`config.mk`:
```
export PLATFORM = sky130hd
export DESIGN_NAME = load_store_unit
export DESIGN_NICKNAME = d
export VERILOG_FILES = /design/src/rtl/lsu_pkg.sv /design/src/rtl/lsu_lane_align.sv /design/src/rtl/load_store_unit.sv
export SDC_FILE = /design/constraint.sdc
export NUM_CORES = 1
export LEC_CHECK = 0
export ABC_AREA = 1
export CAP_MARGIN = 20
export CORE_ASPECT_RATIO = 2
export CORE_MARGIN = 3
export CORE_UTILIZATION = 30
export DETAILED_ROUTE_END_ITERATION = 16
export PLACE_DENSITY = 0.64
export SYNTH_ARGS = -nofsm -noshare
export SYNTH_HDL_FRONTEND = slang
export SYNTH_SLANG_ARGS = --single-unit
```
`constraint.sdc`:
```
create_clock -name clk -period 5.83 [get_ports clk]
set_clock_uncertainty 0.15 [all_clocks]
set_input_delay 0.583 -clock clk [delete_from_list [all_inputs] [get_ports clk]]
set_output_delay 0.583 -clock clk [all_outputs]
set_load 0.05 [all_outputs]
```
`src/rtl/lsu_pkg.sv`:
```
// Shared definitions for the load/store unit: access-size codes, FSM states,
// the latched request and the request legality check.
package lsu_pkg;

    localparam int LSU_DEPTH = 64;

    localparam logic [1:0] SZ_BYTE = 2'b00;
    localparam logic [1:0] SZ_HALF = 2'b01;
    localparam logic [1:0] SZ_WORD = 2'b10;

    typedef enum logic [2:0] {
        IDLE,
        RD,
        WR,
        ERR,
        RESP
    } lsu_state_e;

    // Only the fields still needed after the accepting edge are kept.
    typedef struct packed {
        logic        we;
        logic [1:0]  size;
        logic        sign;
        logic [1:0]  lane;
        logic [15:0] wdata;
    } lsu_req_t;

    function automatic logic req_is_error(input logic [1:0]  size,
                                          input logic [31:0] addr,
                                          input int unsigned depth);
        logic bad_size;
        logic misaligned;
        logic out_of_range;
        bad_size     = (size == 2'b11);
        misaligned   = ((size == SZ_HALF) && addr[0]) ||
                       ((size == SZ_WORD) && (addr[1:0] != 2'b00));
        out_of_range = (addr >= depth * 4);
        return bad_size || misaligned || out_of_range;
    endfunction

endpackage

```
`src/rtl/lsu_lane_align.sv`:
```
// Little-endian lane handling: extract+extend for loads, lane merge for
// read-modify-write sub-word stores.
module lsu_lane_align
    import lsu_pkg::*;
(
    input  logic [31:0] word,
    input  logic [15:0] wdata,
    input  logic [1:0]  size,
    input  logic        sign,
    input  logic [1:0]  lane,
    output logic [31:0] load_data,
    output logic [31:0] merged
);

    logic [7:0]  byte_v;
    logic [15:0] half_v;

    always_comb begin
        // NOTE: every output gets a default before the case so no path leaves
        // a value unassigned, which would otherwise infer a latch.
        load_data = word;
        merged    = word;
        byte_v    = word[{lane, 3'b000} +: 8];
        half_v    = lane[1] ? word[31:16] : word[15:0];
        case (size)
            SZ_BYTE: begin
                load_data = {{24{sign & byte_v[7]}}, byte_v};
                merged[{lane, 3'b000} +: 8] = wdata[7:0];
            end
            SZ_HALF: begin
                load_data = {{16{sign & half_v[15]}}, half_v};
                if (lane[1]) merged[31:16] = wdata;
                else         merged[15:0]  = wdata;
            end
            default: ;
        endcase
    end

endmodule

```
`src/rtl/load_store_unit.sv`:
```
// Memory-access stage in front of the word-wide data memory: one request in
// flight, registered memory interface, one response pulse per request.
module load_store_unit
    import lsu_pkg::*;
#(
    parameter int DEPTH = LSU_DEPTH,
    parameter int IDX_W = $clog2(DEPTH)
) (
    input  logic        clk,
    input  logic        rst_n,
    input  logic        req_valid,
    output logic        req_ready,
    input  logic        req_we,
    input  logic [1:0]  req_size,
    input  logic        req_sign,
    input  logic [31:0] req_addr,
    input  logic [31:0] req_wdata,
    output logic        rsp_valid,
    output logic [31:0] rsp_rdata,
    output logic        rsp_err,
    output logic [31:0] mem_dato,
    output logic [31:0] mem_direccion,
    output logic        mem_sel,
    input  logic [31:0] mem_salida
);

    lsu_state_e  state;
    lsu_req_t    req_q;
    logic        req_err;
    logic [31:0] load_data;
    logic [31:0] merged;

    assign req_ready = (state == IDLE);
    assign req_err   = req_is_error(req_size, req_addr, DEPTH);

    lsu_lane_align u_lane_align (
        .word      (mem_salida),
        .wdata     (req_q.wdata),
        .size      (req_q.size),
        .sign      (req_q.sign),
        .lane      (req_q.lane),
        .load_data (load_data),
        .merged    (merged)
    );

    // NOTE: all state and outputs here use non-blocking assignments so every
    // register samples the pre-edge values, independent of statement order.
    always_ff @(posedge clk or negedge rst_n) begin
        if (!rst_n) begin
            state         <= IDLE;
            req_q         <= '0;
            rsp_valid     <= 1'b0;
            rsp_rdata     <= '0;
            rsp_err       <= 1'b0;
            mem_dato      <= '0;
            mem_direccion <= '0;
            mem_sel       <= 1'b0;
        end else begin
            case (state)
                IDLE: begin
                    if (req_valid) begin
                        req_q         <= '{we: req_we, size: req_size, sign: req_sign,
                                           lane: req_addr[1:0], wdata: req_wdata[15:0]};
                        mem_direccion <= 32'(req_addr[IDX_W+1:2]);
                        if (req_err) begin
                            state <= ERR;
                        end else if (req_we && (req_size == SZ_WORD)) begin
                            // Word store skips the read; data must be stable while mem_sel is high.
                            mem_dato <= req_wdata;
                            mem_sel  <= 1'b1;
                            state    <= WR;
                        end else begin
                            state <= RD;
                        end
                    end
                end
                RD: begin
                    if (req_q.we) begin
                        mem_dato <= merged;
                        mem_sel  <= 1'b1;
                        state    <= WR;
                    end else begin
                        rsp_rdata <= load_data;
                        rsp_valid <= 1'b1;
                        state     <= RESP;
                    end
                end
                WR: begin
                    mem_sel   <= 1'b0;
                    rsp_valid <= 1'b1;
                    state     <= RESP;
                end
                ERR: begin
                    rsp_err   <= 1'b1;
                    rsp_valid <= 1'b1;
                    state     <= RESP;
                end
                RESP: begin
                    rsp_valid <= 1'b0;
                    rsp_rdata <= '0;
                    rsp_err   <= 1'b0;
                    state     <= IDLE;
                end
                default: state <= IDLE;
            endcase
        end
    end

endmodule

```
==> reports/results.tsv <==
stage	metric	value	unit
sta	final slew viol count	0	
final_layout	post-route insts no fill	1394	
synthesis	largest family of logic cells by synthesized area	simple AND/OR/NAND/NOR gates	
synthesis	EDFF count, synth	0	
synthesis	Syn. warnings	0	
synthesis	Post-synth ARST share	100	%
run_status	status	finished, final reports clean	
pwr	Lkg Pwr	0.00431	uW
detailed_routing	DRC	0	
floorplanning	Top Ports	203	
sta	RSZ-0062 raised after global routing	no	
sta	FMAX	306	MHz
critical_path	Crit path required time	5.93	ns
critical_path	Setup crit end	mem_dato[25]$_DFFE_PN0P_	
global_routing	largest net degree at the start of global routing	63	
detailed_routing	routed vias/inst	4.94	
critical_path	reg2reg start	state[0]$_DFFE_PN0P_	
synthesis	Mapped Area	0.00656	sq mm
synthesis	Area contributors post-synth	dfrtp_1 37%, nand2_1 20%, a21oi_1 6.9%, nand3_1 6.1%, inv_1 5.4%	
synthesis	Post-Syn Instances	976	
final_layout	Antenna diodes	0	
critical_path	Worst Path Class, Setup	reg2reg	
pwr	VDD IR max	208	uV
synthesis	Avg Inst Size Synth	6.72	sq um
synthesis	ys flop type	dfrtp_1	
detailed_routing	TritonRoute pass-1 iters	6	
detailed_routing	DR vias	6885	
sta	crit share post-route	56.0	%
clock_network	Sink Count	98	
clock_network	cts hold-fix bufs	0	
run	number of max-cap violations	0	
global_routing	vias in the first global route	6871	
clock_network	post-cts resize count	0	
synthesis	post-synth top area cell	dfrtp_1	
place	placed cells	1379	
clock_network	Clock Pin Slew Worst Setup and Hold Paths	0.07	ns
final_layout	share of layout cells above drive strength 1	4.55	%
sta	Setup TNS	0	ns
synthesis	top cells by count, synth	342 x nand2_1, 98 x dfrtp_1, 95 x inv_1	
synthesis	adder-cell share of the synthesized area	0.953	%
detailed_routing	wire per inst	17.6	um
place	final RePlAce weighted congestion	0.947	
clock_network	CTS tree	yes	
clock_network	CTS buffer count	9	
critical_path	reg2reg setup slack	2.57	ns
detailed_routing	DRT iter0 DRCs	374	
synthesis	synth unique cells	35	
sta	Tmin final	3.26	ns
critical_path	r2r endpoint	mem_dato[25]$_DFFE_PN0P_	
floorplanning	Die H	215	um
place	IO buf count	176	
floorplanning	row cnt	76	
sta	Final setup viols	0	
sta	Final Hold Fails	0	
synthesis	post-synthesis sequential area ratio	37.4	%
critical_path	crit path capture type	register	
detailed_routing	post-route ant nets	0	
pwr	pwr/cell area	602	mW/mm^2
critical_path	Worst Path Arrival	3.36	ns
sta	actual slew at the worst max-slew pin	1.06	ns
synthesis	Synth Area in Simple Gates	31.3	%
clock_network	worst skew pair latency	0.36	ns
synthesis	top-count cell post-synth	nand2_1	
global_routing	initial antenna violation count	0	
critical_path	worst reg-to-reg path cell count	7	
global_routing	GRT Util Overall	20.2	%
clock_network	H-tree depth	3	
global_routing	gr ovfl total	0	
clock_network	Max Buffers Root-to-Sink	2	
place	Detailed Place HPWL	19500	um
synthesis	Yosys top cell area share	37.4	%
floorplanning	DIE AREA	0.0238	sq mm
worst_hold_path	hold crit path type	in2async	
clock_network	CTS Root Cell	clkbuf_16	
floorplanning	Die X	111	um
critical_path	origin of the worst setup path	state[0]$_DFFE_PN0P_	
final_layout	area delta synth->final	32.5	%
synthesis	#FFs+latches synth	98	
synthesis	multiplexer share of the synthesized area	2.06	%
global_routing	first-pass GRT wire length	38000	um
sta	Max transition margin	28.8	%
critical_path	critical path fanouts, max	35	
final_layout	Layout Nets	1225	
synthesis	post-synthesis xor/xnor area fraction	0	%
synthesis	Compound-Gate Fraction of Synth Area	15.5	%
clock_network	Setup Fix Bufs, Post-CTS	0	
critical_path	type of origin of the critical path	register	
floorplanning	core region area	0.0215	sq mm
floorplanning	initial core utilization	30.5	%
detailed_routing	final wirelength	24500	um
## routing by layer
layer  share of wire, %  up-vias  track usage (%)
met5                  0        -                0
met2                 51      284             36.0
met4                7.4        0             14.2
li1                   -     3360                -
met1                 36     3164             21.6
met3                5.0       77             2.96
## cell usage in the layout (no fill, tap or decap), drive strengths merged, types with 4 or more instances in the layout
cell	n
a22oi	6
ha	5
inv	98
nor2	56
a221oi	4
clkinv	6
buf	6
clkbuf	11
clkdlybuf4s50	175
mux2	12
o211ai	16
or2	4
o21ai	63
conb	26
nand3	82
dfrtp	98
a21oi	90
nand2	345
## cell families after synthesis
logic type	count (synthesis)
fa+ha+maj	5
mux	12
flops	98
buf+inv	179
compound gates	184
other cells	1
simple gates	497
## state kept, by name (all words and copies together), names as in the netlist
register,cells
state,3
mem_dato,32
mem_direccion,6
rsp_rdata,32
rsp_err,1
rsp_valid,1
mem_sel,1
req_q,22
## worst max-delay path, cell delays in order, from the launching register on
cell and delay, ns:
dfrtp_1 0.52, nand3_4 0.41, inv_2 0.56, nand2_1 0.22, nand2_2 0.49, nand2_2 0.53
nand2_1 0.19, nand2_1 0.06
## per-stage QoR
| step | hold WS, ns | util [%] | instance area, sq um | setup WS (ns) | power [uW] |
|---|---|---|---|---|---|
| final | 0.0305 | 40.5 | 8690 | 2.57 | 5230 |
| after global routing | 0.0698 | 40.5 | 8690 | 2.22 | 5600 |
| after CTS | 0.0479 | 40.5 | 8690 | 2.56 | 5250 |
| after detailed placement | 0.314 | 38.8 | 8340 | 2.42 | 4540 |
| after global placement | 0.308 | 38.8 | 8340 | 2.46 | 4520 |
| after floorplan | 0.137 | - | 6660 | 3.50 | 3510 |
## report_power, final
group          leakage, uW  internal (uW)  switching [uW]
Sequential         0.00123            994             242
Clock             0.000172            441             258
Combinational      0.00290            984            2310
Total              0.00431           2420            2810
## worst min-delay path by stage
stage | startpoint | to | slack [ns] | cells after the start
floorplan | rst_n | mem_dato[0]$_DFFE_PN0P_ | 0.14 | 0
detailed placement | mem_dato[10]$_DFFE_PN0P_ | mem_dato[10]$_DFFE_PN0P_ | 0.31 | 2
global placement | mem_sel$_DFFE_PN0P_ | mem_sel$_DFFE_PN0P_ | 0.31 | 2
finish | rst_n | rsp_rdata[21]$_DFFE_PN0P_ | 0.03 | 1
global route | rst_n | rsp_rdata[21]$_DFFE_PN0P_ | 0.07 | 1
CTS | rst_n | rsp_rdata[21]$_DFFE_PN0P_ | 0.05 | 1
## final cells by class
| class | instances | area (sq um) |
|---|---|---|
| multi-input cells | 724 | 3370 |
| flip-flops and latches | 98 | 2450 |
| repair buffers | 181 | 1800 |
| fillers | 2321 | 12800 |
| well taps | 273 | 342 |
| clock buffers | 11 | 253 |
| clock inverters | 4 | 98.8 |
| inverters | 103 | 387 |
No activity file was read; power rests on OpenSTA's default activity.
